File: src/rtl/awmf_chain_master.sv
// -----------------------------------------------------------------------------
// awmf_chain_master
//
// SPI master (CPOL=0 / CPHA=0) driving the AWMF daisy chain. One command is
// taken from the host handshake, turned into a serial frame and shifted out:
//   READ : 60*N_DEV bits on sdi, header {0, 0, addr[9:0]} followed by zeros.
//          The 48-bit response is captured from sdo_in at SCLK rising-edge
//          indices RD_OFS .. RD_OFS+47, MSB first.
//   PDI  : 62 bits on pdi, {1, 000, addr[9:0], data[47:0]}.
//   FBS  : 35 bits on pdi, {1, addr[9:0], data[23:0]}.
//   kind 3 is reserved: no pin activity, completes with rsp_err=1.
// After the frame, cs_n is held low for one half period, then released, and
// TRAIL_CLKS SCLK pulses are issued with cs_n high so the slaves can commit.
//
// Parameters
//   N_DEV       devices in the chain (1..8)
//   SCLK_HALF   clk cycles per SCLK half period (>= 2)
//   RD_OFS      SCLK rising-edge index of the first response bit
//   TRAIL_CLKS  SCLK pulses after cs_n rises (>= 1)
//
// Ports
//   clk, rst            system clock, synchronous active-high reset
//   cmd_valid/ready     command handshake (ready only in IDLE)
//   cmd_kind/addr/data  command fields, latched at accept
//   rsp_valid           one-cycle completion pulse
//   rsp_kind/data/err   completion fields, held until the next completion
//   busy                high whenever the FSM is not IDLE
//   sclk, cs_n, sdi, pdi  registered chain drive
//   sdo_in              serial return from the end of the chain
//
// Optional build macro
//   AWMF_MASTER_XCHK_EN  when defined, any non-0/1 sdo_in sample inside the
//                        read capture window is reported and sets rsp_err.
//                        When undefined, sdo_in is sanitised (only a clean 1
//                        captures as 1) and rsp_err flags kind 3 only.
// -----------------------------------------------------------------------------
module awmf_chain_master #(
    parameter int N_DEV      = 4,
    parameter int SCLK_HALF  = 4,
    parameter int RD_OFS     = 13,
    parameter int TRAIL_CLKS = 2
) (
    input  logic        clk,
    input  logic        rst,
    input  logic        cmd_valid,
    output logic        cmd_ready,
    input  logic [1:0]  cmd_kind,
    input  logic [9:0]  cmd_addr,
    input  logic [47:0] cmd_data,
    output logic        rsp_valid,
    output logic [1:0]  rsp_kind,
    output logic [47:0] rsp_data,
    output logic        rsp_err,
    output logic        busy,
    output logic        sclk,
    output logic        cs_n,
    output logic        sdi,
    output logic        pdi,
    input  logic        sdo_in
);

    // -------------------------------------------------------------------------
    // Parameter sanity
    // -------------------------------------------------------------------------
    generate
        if (RD_OFS + 48 > 60 * N_DEV) begin : g_err_rd_ofs
            $error("awmf_chain_master: RD_OFS+48 exceeds the READ frame length 60*N_DEV");
        end
        if (N_DEV < 1 || N_DEV > 8) begin : g_err_n_dev
            $error("awmf_chain_master: N_DEV must be within 1..8");
        end
        if (SCLK_HALF < 2) begin : g_err_sclk_half
            $error("awmf_chain_master: SCLK_HALF must be at least 2");
        end
        if (TRAIL_CLKS < 1) begin : g_err_trail
            $error("awmf_chain_master: TRAIL_CLKS must be at least 1");
        end
        if (RD_OFS < 0) begin : g_err_rd_neg
            $error("awmf_chain_master: RD_OFS must not be negative");
        end
    endgenerate

    // -------------------------------------------------------------------------
    // Constants
    // -------------------------------------------------------------------------
    localparam int HCNT_W = (SCLK_HALF > 2) ? $clog2(SCLK_HALF) : 1;
    localparam int TCNT_W = (TRAIL_CLKS > 2) ? $clog2(TRAIL_CLKS) : 1;

    localparam logic [HCNT_W-1:0] HALF_LAST  = HCNT_W'(SCLK_HALF - 1);
    localparam logic [TCNT_W-1:0] TRAIL_LAST = TCNT_W'(TRAIL_CLKS - 1);

    localparam logic [8:0] RD_LEN    = 9'(60 * N_DEV);
    localparam logic [8:0] PDI_LEN   = 9'd62;
    localparam logic [8:0] FBS_LEN   = 9'd35;
    localparam logic [8:0] CAP_FIRST = 9'(RD_OFS);
    localparam logic [8:0] CAP_LAST  = 9'(RD_OFS + 47);

    localparam logic [1:0] KIND_READ = 2'd0;
    localparam logic [1:0] KIND_PDI  = 2'd1;
    localparam logic [1:0] KIND_FBS  = 2'd2;
    localparam logic [1:0] KIND_RSVD = 2'd3;

    typedef enum logic [2:0] {
        ST_IDLE,
        ST_SETUP,
        ST_SHIFT_LO,
        ST_SHIFT_HI,
        ST_HOLD,
        ST_TRAIL_LO,
        ST_TRAIL_HI,
        ST_DONE
    } state_t;

    // -------------------------------------------------------------------------
    // State
    // -------------------------------------------------------------------------
    state_t              state_q, state_d;
    logic [HCNT_W-1:0]   cnt_q, cnt_d;         // position within a half period
    logic [8:0]          bit_q, bit_d;         // bits completed, saturating
    logic [8:0]          len_q, len_d;         // frame length of the command
    logic [TCNT_W-1:0]   trail_q, trail_d;     // trailing pulses issued
    logic [1:0]          kind_q, kind_d;
    logic [61:0]         sr_q, sr_d;           // frame, current bit in [61]
    logic [47:0]         cap_q, cap_d;         // read response shift register
    logic [1:0]          rsp_kind_q, rsp_kind_d;
    logic [47:0]         rsp_data_q, rsp_data_d;
    logic                rsp_err_q, rsp_err_d;
    logic                sclk_q, sclk_d;
    logic                cs_n_q, cs_n_d;
    logic                sdi_q, sdi_d;
    logic                pdi_q, pdi_d;

    logic [61:0]         frame_load;
    logic [8:0]          frame_len;
    logic                half_last;
    logic                in_window;
    logic                capture_now;
    logic                enter_done;
    logic                shifting_d;
    logic                sdo_bit;
    logic                xflag;

    // Only a clean logic 1 captures as 1; X/Z read as 0.
    assign sdo_bit   = (sdo_in === 1'b1);
    assign half_last = (cnt_q == HALF_LAST);
    assign in_window = (bit_q >= CAP_FIRST) && (bit_q <= CAP_LAST);

    // -------------------------------------------------------------------------
    // Frame construction. Every frame is MSB-aligned in a 62-bit shift
    // register; zeros fill from the bottom, which supplies the READ padding.
    // -------------------------------------------------------------------------
    always_comb begin
        frame_load = '0;
        frame_len  = PDI_LEN;
        case (cmd_kind)
            KIND_READ: begin
                frame_load = {2'b00, cmd_addr, 50'd0};
                frame_len  = RD_LEN;
            end
            KIND_PDI: begin
                frame_load = {1'b1, 3'b000, cmd_addr, cmd_data};
                frame_len  = PDI_LEN;
            end
            KIND_FBS: begin
                frame_load = {1'b1, cmd_addr, cmd_data[23:0], 27'd0};
                frame_len  = FBS_LEN;
            end
            default: begin
                frame_load = '0;
                frame_len  = PDI_LEN;
            end
        endcase
    end

    // -------------------------------------------------------------------------
    // Next-state and output logic
    // -------------------------------------------------------------------------
    always_comb begin
        state_d     = state_q;
        cnt_d       = cnt_q;
        bit_d       = bit_q;
        len_d       = len_q;
        trail_d     = trail_q;
        kind_d      = kind_q;
        sr_d        = sr_q;
        cap_d       = cap_q;
        rsp_kind_d  = rsp_kind_q;
        rsp_data_d  = rsp_data_q;
        rsp_err_d   = rsp_err_q;
        capture_now = 1'b0;
        enter_done  = 1'b0;

        case (state_q)
            ST_IDLE: begin
                if (cmd_valid && cmd_ready) begin
                    state_d = ST_SETUP;
                    cnt_d   = '0;
                    bit_d   = '0;
                    trail_d = '0;
                    kind_d  = cmd_kind;
                    len_d   = frame_len;
                    sr_d    = frame_load;
                    cap_d   = '0;
                end
            end

            ST_SETUP: begin
                if (kind_q == KIND_RSVD) begin
                    state_d    = ST_DONE;
                    enter_done = 1'b1;
                end else if (half_last) begin
                    state_d = ST_SHIFT_LO;
                    cnt_d   = '0;
                end else begin
                    cnt_d = cnt_q + HCNT_W'(1);
                end
            end

            ST_SHIFT_LO: begin
                if (half_last) begin
                    // This edge raises sclk: sample the chain return here.
                    state_d     = ST_SHIFT_HI;
                    cnt_d       = '0;
                    capture_now = (kind_q == KIND_READ) && in_window;
                end else begin
                    cnt_d = cnt_q + HCNT_W'(1);
                end
            end

            ST_SHIFT_HI: begin
                if (half_last) begin
                    cnt_d = '0;
                    bit_d = (bit_q < len_q) ? bit_q + 9'd1 : bit_q;
                    if (bit_q >= len_q - 9'd1) begin
                        state_d = ST_HOLD;
                    end else begin
                        // Next bit appears together with the falling edge.
                        state_d = ST_SHIFT_LO;
                        sr_d    = {sr_q[60:0], 1'b0};
                    end
                end else begin
                    cnt_d = cnt_q + HCNT_W'(1);
                end
            end

            ST_HOLD: begin
                if (half_last) begin
                    state_d = ST_TRAIL_LO;
                    cnt_d   = '0;
                end else begin
                    cnt_d = cnt_q + HCNT_W'(1);
                end
            end

            ST_TRAIL_LO: begin
                if (half_last) begin
                    state_d = ST_TRAIL_HI;
                    cnt_d   = '0;
                end else begin
                    cnt_d = cnt_q + HCNT_W'(1);
                end
            end

            ST_TRAIL_HI: begin
                if (half_last) begin
                    cnt_d = '0;
                    if (trail_q == TRAIL_LAST) begin
                        state_d    = ST_DONE;
                        enter_done = 1'b1;
                    end else begin
                        state_d = ST_TRAIL_LO;
                        trail_d = trail_q + TCNT_W'(1);
                    end
                end else begin
                    cnt_d = cnt_q + HCNT_W'(1);
                end
            end

            ST_DONE: begin
                state_d = ST_IDLE;
            end

            default: begin
                state_d = ST_IDLE;
            end
        endcase

        if (capture_now) begin
            cap_d = {cap_q[46:0], sdo_bit};
        end

        // Response fields change only when a new completion is published.
        if (enter_done) begin
            rsp_kind_d = kind_q;
            rsp_data_d = (kind_q == KIND_READ) ? cap_q : 48'd0;
            rsp_err_d  = (kind_q == KIND_RSVD) || xflag;
        end

        // Pins are registered from the next state so they change cleanly
        // on the same edge as the FSM.
        shifting_d = (state_d == ST_SHIFT_LO) || (state_d == ST_SHIFT_HI);
        sclk_d     = (state_d == ST_SHIFT_HI) || (state_d == ST_TRAIL_HI);
        cs_n_d     = !(((state_d == ST_SETUP) && (kind_d != KIND_RSVD)) ||
                       shifting_d || (state_d == ST_HOLD));
        sdi_d      = shifting_d && (kind_d == KIND_READ) && sr_d[61];
        pdi_d      = shifting_d && (kind_d != KIND_READ) && sr_d[61];
    end

    // -------------------------------------------------------------------------
    // Registers
    // -------------------------------------------------------------------------
    always_ff @(posedge clk) begin
        if (rst) begin
            state_q    <= ST_IDLE;
            cnt_q      <= '0;
            bit_q      <= '0;
            len_q      <= PDI_LEN;
            trail_q    <= '0;
            kind_q     <= KIND_READ;
            sr_q       <= '0;
            cap_q      <= '0;
            rsp_kind_q <= 2'd0;
            rsp_data_q <= 48'd0;
            rsp_err_q  <= 1'b0;
            sclk_q     <= 1'b0;
            cs_n_q     <= 1'b1;
            sdi_q      <= 1'b0;
            pdi_q      <= 1'b0;
        end else begin
            state_q    <= state_d;
            cnt_q      <= cnt_d;
            bit_q      <= bit_d;
            len_q      <= len_d;
            trail_q    <= trail_d;
            kind_q     <= kind_d;
            sr_q       <= sr_d;
            cap_q      <= cap_d;
            rsp_kind_q <= rsp_kind_d;
            rsp_data_q <= rsp_data_d;
            rsp_err_q  <= rsp_err_d;
            sclk_q     <= sclk_d;
            cs_n_q     <= cs_n_d;
            sdi_q      <= sdi_d;
            pdi_q      <= pdi_d;
        end
    end

    // -------------------------------------------------------------------------
    // Optional X detection on the read return
    // -------------------------------------------------------------------------
`ifdef AWMF_MASTER_XCHK_EN
    logic xflag_q;

    // Sticky per frame: cleared at accept, set by any non-0/1 sample taken
    // inside the capture window.
    always_ff @(posedge clk) begin
        if (rst) begin
            xflag_q <= 1'b0;
        end else if (state_q == ST_IDLE && cmd_valid && cmd_ready) begin
            xflag_q <= 1'b0;
        end else if (capture_now && (sdo_in !== 1'b0) && (sdo_in !== 1'b1)) begin
            xflag_q <= 1'b1;
            $display("AWMF XCHK: X on sdo_in bit %0d", bit_q);
        end
    end

    assign xflag = xflag_q;
`else
    assign xflag = 1'b0;
`endif

    // -------------------------------------------------------------------------
    // Outputs
    // -------------------------------------------------------------------------
    assign cmd_ready = (state_q == ST_IDLE);
    assign busy      = (state_q != ST_IDLE);
    assign rsp_valid = (state_q == ST_DONE);
    assign rsp_kind  = rsp_kind_q;
    assign rsp_data  = rsp_data_q;
    assign rsp_err   = rsp_err_q;
    assign sclk      = sclk_q;
    assign cs_n      = cs_n_q;
    assign sdi       = sdi_q;
    assign pdi       = pdi_q;

endmodule

File: config.mk
export PLATFORM = sky130hd
export DESIGN_NAME = awmf_chain_master
export DESIGN_NICKNAME = d
export VERILOG_FILES = /design/src/rtl/awmf_chain_master.sv
export SDC_FILE = /design/constraint.sdc
export NUM_CORES = 1
export LEC_CHECK = 0
export BUFFER_PORTS_ARGS = -buffer_cell sky130_fd_sc_hd__buf_2
export CORE_MARGIN = 3
export CORE_UTILIZATION = 60
export DETAILED_ROUTE_END_ITERATION = 8
export PLACE_DENSITY = 0.83
export SLEW_MARGIN = 40
export SYNTH_ARGS = -nofsm -noshare
export SYNTH_HDL_FRONTEND = slang
export SYNTH_SLANG_ARGS = --single-unit
File: constraint.sdc
create_clock -name clk -period 5.3 [get_ports clk]
set_input_delay 0.795 -clock clk [delete_from_list [all_inputs] [get_ports clk]]
set_output_delay 0.795 -clock clk [all_outputs]
set_load 0.05 [all_outputs]
==> results.md <==
- The floorplan step set the die width to 122 um.
- At the placement stage, the worst setup path has a slack of 2.04 ns.
- The kind of critical path is flip-flop to flip-flop.
- The class of the tightest hold or removal check is flip-flop to flip-flop.
- The number of instances on the worst hold path is 2.
- The type of destination of the critical path is a flip-flop.
- The core box area is 12,900 sq um.
- The first global-routing pass estimated 32.3 mm of wire.
- For this design the static power due to leakage is 3.46 nW.
- Counting the fill cells in the layout gives 1,037.
- Across the VDD grid, the largest voltage drop is 310 uV.
- The per-cell routed wire length is 16.7 um.
- The average footprint of a synthesized cell is 8.85 sq um.
- The startpoint identified for the worst register-to-register timing path is len_q[0]$_SDFFE_PP0P_.
- Max-cap violations in this run came to 0.
- The final-stage net count is 1,071.
- The initial antenna violation count is 2.
- The floorplan row count is 41.
- The maximum fanout along the worst path is 60.
- The maximum buffer depth of the clock tree is 2.
- The most numerous cell type found on the critical path is sky130_fd_sc_hd__ha_1.
- The global-route congestion overflow total is 0.
- The first routing iteration left 859 violations.
- The number of routed nets with antenna violations is 0.
- The most used flip-flop cell after synthesis is sky130_fd_sc_hd__dfxtp_1.
- The number of library cell types mapped by synthesis is 58.
- The largest single stage delay on the critical path is 0.54 ns.
- The number of failing setup endpoints in the final timing report is 0.
- Pin placement for this block handled 122 I/O pins.
- The worst hold path begins at rsp_data[30]$_SDFFE_PP0P_.
- The clock tree synthesis step divided the H-tree into 4 levels.
- The post-route setup TNS is 0 ns.
- The post-detailed-route via-to-cell ratio is 6.21.
- STA puts the critical path data arrival time at 3.70 ns.
- The critical path contains buffers and inverters numbering 2 combined.
- The minimum period implied by the final worst setup slack is 3.35 ns.
- Setup repair after global routing left no endpoint under its margin.
- The die boundary height is 122 um.
- The CTS tree is built.
- On the critical path the largest part of the delay comes from compound AO/OA/AOI/OAI gates.
- The startpoint type of the worst setup path is a flip-flop.
- For the pin with the worst max-slew slack, the measured transition is 0.805 ns.
- Measured in cells, the most critical reg-to-reg path has a length of 12.
- The HPWL reported at the end of detailed placement is 11.9 mm.
- For the worst setup path, the data required time is 5.65 ns.
- The initial cell density of the core is 62.7%.
- The pre-antenna-repair detailed-routing pass consisted of 9 iterations.
- The post-synthesis sequential element count is 187.
- The clock latency reported for the late side of the worst-skew pair is 0.43 ns.
- Headroom to the max-slew limit came out at 46.3%.
- In this run, synthesis inferred 0 flip-flops with an integrated enable.
- The final worst slack is 1.95 ns.
- The number of hold-slack violations in the final timing report is 0.
- After clock tree synthesis, the setup repair step added 0 buffers.
- In the global route stage, met1 resource usage came out at 37.7%.
- The number of buffers added by the clock tree synthesis step is 17.
- The overall via count from detail_route is 7,237.
- Gates resized during post-CTS repair numbered 0.
- The flow ran to the end, and the final reports show no timing, DRC or antenna violations.
- The mapped netlist covers 8100 sq um.
- Traced cell by cell, the critical path runs through inv_1 > ha_1 > ha_1 > xnor2_1 > ha_1 > a21o_1 > a22oi_1 > o211ai_1 > nor3_4 > buf_4 > a222oi_1 > o2bb2ai_1.
- In this run the tool buffered the top-level ports with 121 buffer cells.
- In the routed design, unresolved DRC markers number 0.
- The max-slew violation count is 0.
- The congestion estimate from routability-driven global placement came to 0.856.
- The count of mapped cells out of synthesis is 916.
- For the final database, setup skew stands at 0.00835 ns.
- The layout-stage area growth over the synthesis result is 14.3%.
- Power spread over the standard cell area amounts to 320 nW/um^2.
- The global-route track usage on met3 is 6.96%.
- Global routing used 26.4% of the available tracks.
- In this run the register-to-register setup slack is 1.95 ns.
- For this run, asynchronously set or reset flops after synthesis account for 0%.
- For hold timing, the worst endpoint is rsp_data[30]$_SDFFE_PP0P_.
- Summing the sequential cell areas from Yosys gives 46.2% of the chip area.
- The final critical path takes up 63.2% of the cycle.
- Buffers inserted to repair hold after CTS numbered 0.
- In the final layout, the share of cells above drive strength 1 is 18.1%.
- The via count of the first global-routing pass is 6,523.
- The end of the worst register-to-register path is sr_q[43]$_SDFFE_PP0P_.
- For this run, the top clock speed supported by timing is 299 MHz.
- Synthesis produced a netlist with a net count of 1,005.
- The slowest stage of the critical path belongs to the cell sky130_fd_sc_hd__buf_4.
- The diode insertion count for antenna repair is 0.
- Clock-pin slew was measured on the worst setup and hold paths at 0.07 ns.
- The Yosys warning count is 0.
- The total wirelength of the detailed-routed design is 19.5 mm.
- The die covers 14,900 sq um.
- met2 is the most crowded layer.
- Entering global routing, the biggest net connects 110 pins.
- The tree is rooted in a sky130_fd_sc_hd__clkbuf_16.
- The count of clock tree sinks is 187.
- Global routing used 40.1% of the available met2 tracks.
-- routing by layer --
metal  wire, um  vias up
li1           -     3523
met1       8980     3440
met2       9070      254
met3       1280       16
met4        151        4
met5         21        -
-- sequential cells by signal, summed over array words and instances (netlist names), 2 cells and up --
register / flops
rsp_kind: 2
sr_q: 62
cap_q: 48
state_q: 3
len_q: 5
kind_q: 2
rsp_data: 48
cnt_q: 2
bit_q: 9
-- power breakdown --
part | internal [mW] | switching (mW) | leakage [nW]
Sequential | 1.43 | 0.0220 | 1.51
Clock | 0.737 | 0.532 | 0.283
Combinational | 0.0827 | 0.159 | 1.66
Total | 2.25 | 0.714 | 3.46
-- metrics by stage --
stage	utilization [%]	hold slack (ns)	total power, mW	cell area [sq um]	cells
2_1_floorplan	-	0.431	1.64	8100	916
3_3_place_gp	66.8	0.437	1.71	8630	1133
3_5_place_dp	67.2	0.441	1.72	8680	1135
4_1_cts	71.6	0.450	2.97	9260	1166
5_1_grt	71.7	0.473	3.06	9260	1166
6_report	71.7	0.450	2.96	9260	1166
-- worst max path at each step --
stage,startpoint,to,slack [ns],cells after the start
6_report,len_q[0]$_SDFFE_PP0P_,sr_q[43]$_SDFFE_PP0P_,1.95,12
5_1_grt,len_q[0]$_SDFFE_PP0P_,sr_q[43]$_SDFFE_PP0P_,1.71,12
4_1_cts,len_q[0]$_SDFFE_PP0P_,sr_q[36]$_SDFFE_PP0P_,2.00,12
3_5_place_dp,len_q[0]$_SDFFE_PP0P_,sr_q[36]$_SDFFE_PP0P_,2.04,12
3_3_place_gp,len_q[0]$_SDFFE_PP0P_,sr_q[43]$_SDFFE_PP0P_,2.15,12
2_1_floorplan,state_q[2]$_SDFF_PP0_,busy,1.97,4
-- final cells by class --
class	instances	area (sq um)	area share (%)
repair buffers	132	722	7.79
well taps	172	215	2.32
multi-input cells	630	3950	42.6
clock buffers	19	433	4.67
flip-flops and latches	187	3740	40.4
inverters	14	52.6	0.567
clock inverters	12	148	1.59
-- placed cells by master (no fill, tap or decap), types with 3 or more instances in the layout --
| master | instances |
|---|---|
| sky130_fd_sc_hd__nand4_1 | 5 |
| sky130_fd_sc_hd__a32oi_1 | 3 |
| sky130_fd_sc_hd__or3_1 | 6 |
| sky130_fd_sc_hd__o2bb2ai_1 | 60 |
| sky130_fd_sc_hd__nor4b_1 | 3 |
| sky130_fd_sc_hd__buf_4 | 9 |
| sky130_fd_sc_hd__dfxtp_1 | 186 |
| sky130_fd_sc_hd__a22oi_1 | 37 |
| sky130_fd_sc_hd__inv_1 | 14 |
| sky130_fd_sc_hd__bufinv_16 | 3 |
| sky130_fd_sc_hd__nand3_1 | 103 |
| sky130_fd_sc_hd__o211ai_1 | 6 |
| sky130_fd_sc_hd__nand2b_1 | 3 |
| sky130_fd_sc_hd__nor4_1 | 5 |
| sky130_fd_sc_hd__clkinv_2 | 5 |
| sky130_fd_sc_hd__nand2_1 | 118 |
| sky130_fd_sc_hd__mux2i_1 | 6 |
| sky130_fd_sc_hd__clkbuf_16 | 17 |
| sky130_fd_sc_hd__a21oi_1 | 124 |
| sky130_fd_sc_hd__nor2_1 | 22 |
| sky130_fd_sc_hd__o21ai_0 | 6 |
| sky130_fd_sc_hd__a21o_1 | 4 |
| sky130_fd_sc_hd__nor3_1 | 5 |
| sky130_fd_sc_hd__o21a_1 | 5 |
| sky130_fd_sc_hd__a222oi_1 | 23 |
| sky130_fd_sc_hd__a22o_1 | 12 |
| sky130_fd_sc_hd__ha_1 | 25 |
| sky130_fd_sc_hd__and2_1 | 4 |
| sky130_fd_sc_hd__nor2b_1 | 4 |
| sky130_fd_sc_hd__buf_2 | 120 |
| sky130_fd_sc_hd__and3_1 | 5 |
-- cell usage after synthesis, drive strengths merged, types with 4 or more instances --
library cell	count	share of area, %
a21o	4	0.37
a21oi	125	7.9
a222oi	23	2.8
a22o	12	1.3
a22oi	37	3.4
and2	4	0.31
and3	5	0.39
buf	36	2.7
clkbuf	49	2.3
dfxtp	187	46
ha	25	3.9
inv	14	0.65
mux2i	6	0.74
nand2	120	5.6
nand3	103	6.4
nand4	5	0.39
nor2	25	1.2
nor2b	4	0.31
nor3	6	0.43
nor4	5	0.39
o211ai	6	0.56
o21a	5	0.46
o21ai	7	0.43
o2bb2ai	60	6.5
or3	6	0.46
-- worst min-delay path, cell delays in order, from the launching register on --
cell                      delay, ns
sky130_fd_sc_hd__dfxtp_1       0.31
sky130_fd_sc_hd__nand2_1       0.05
sky130_fd_sc_hd__a21oi_1       0.05
-- logic make-up (layout without fill, tap and decap cells) --
kind of cell,after synthesis,count (layout),synth area share [%]
xor gates and xnor gates,1,1,0.108
adders and majority gates,25,25,3.86
muxes,7,7,0.880
AOI/OAI and AO/OA,301,301,26.1
and+or+nand+nor,296,296,17.2
DFF,187,187,46.2
buffers and inverters,99,177,5.57
Note: power is estimated with default switching activity, not from simulation.
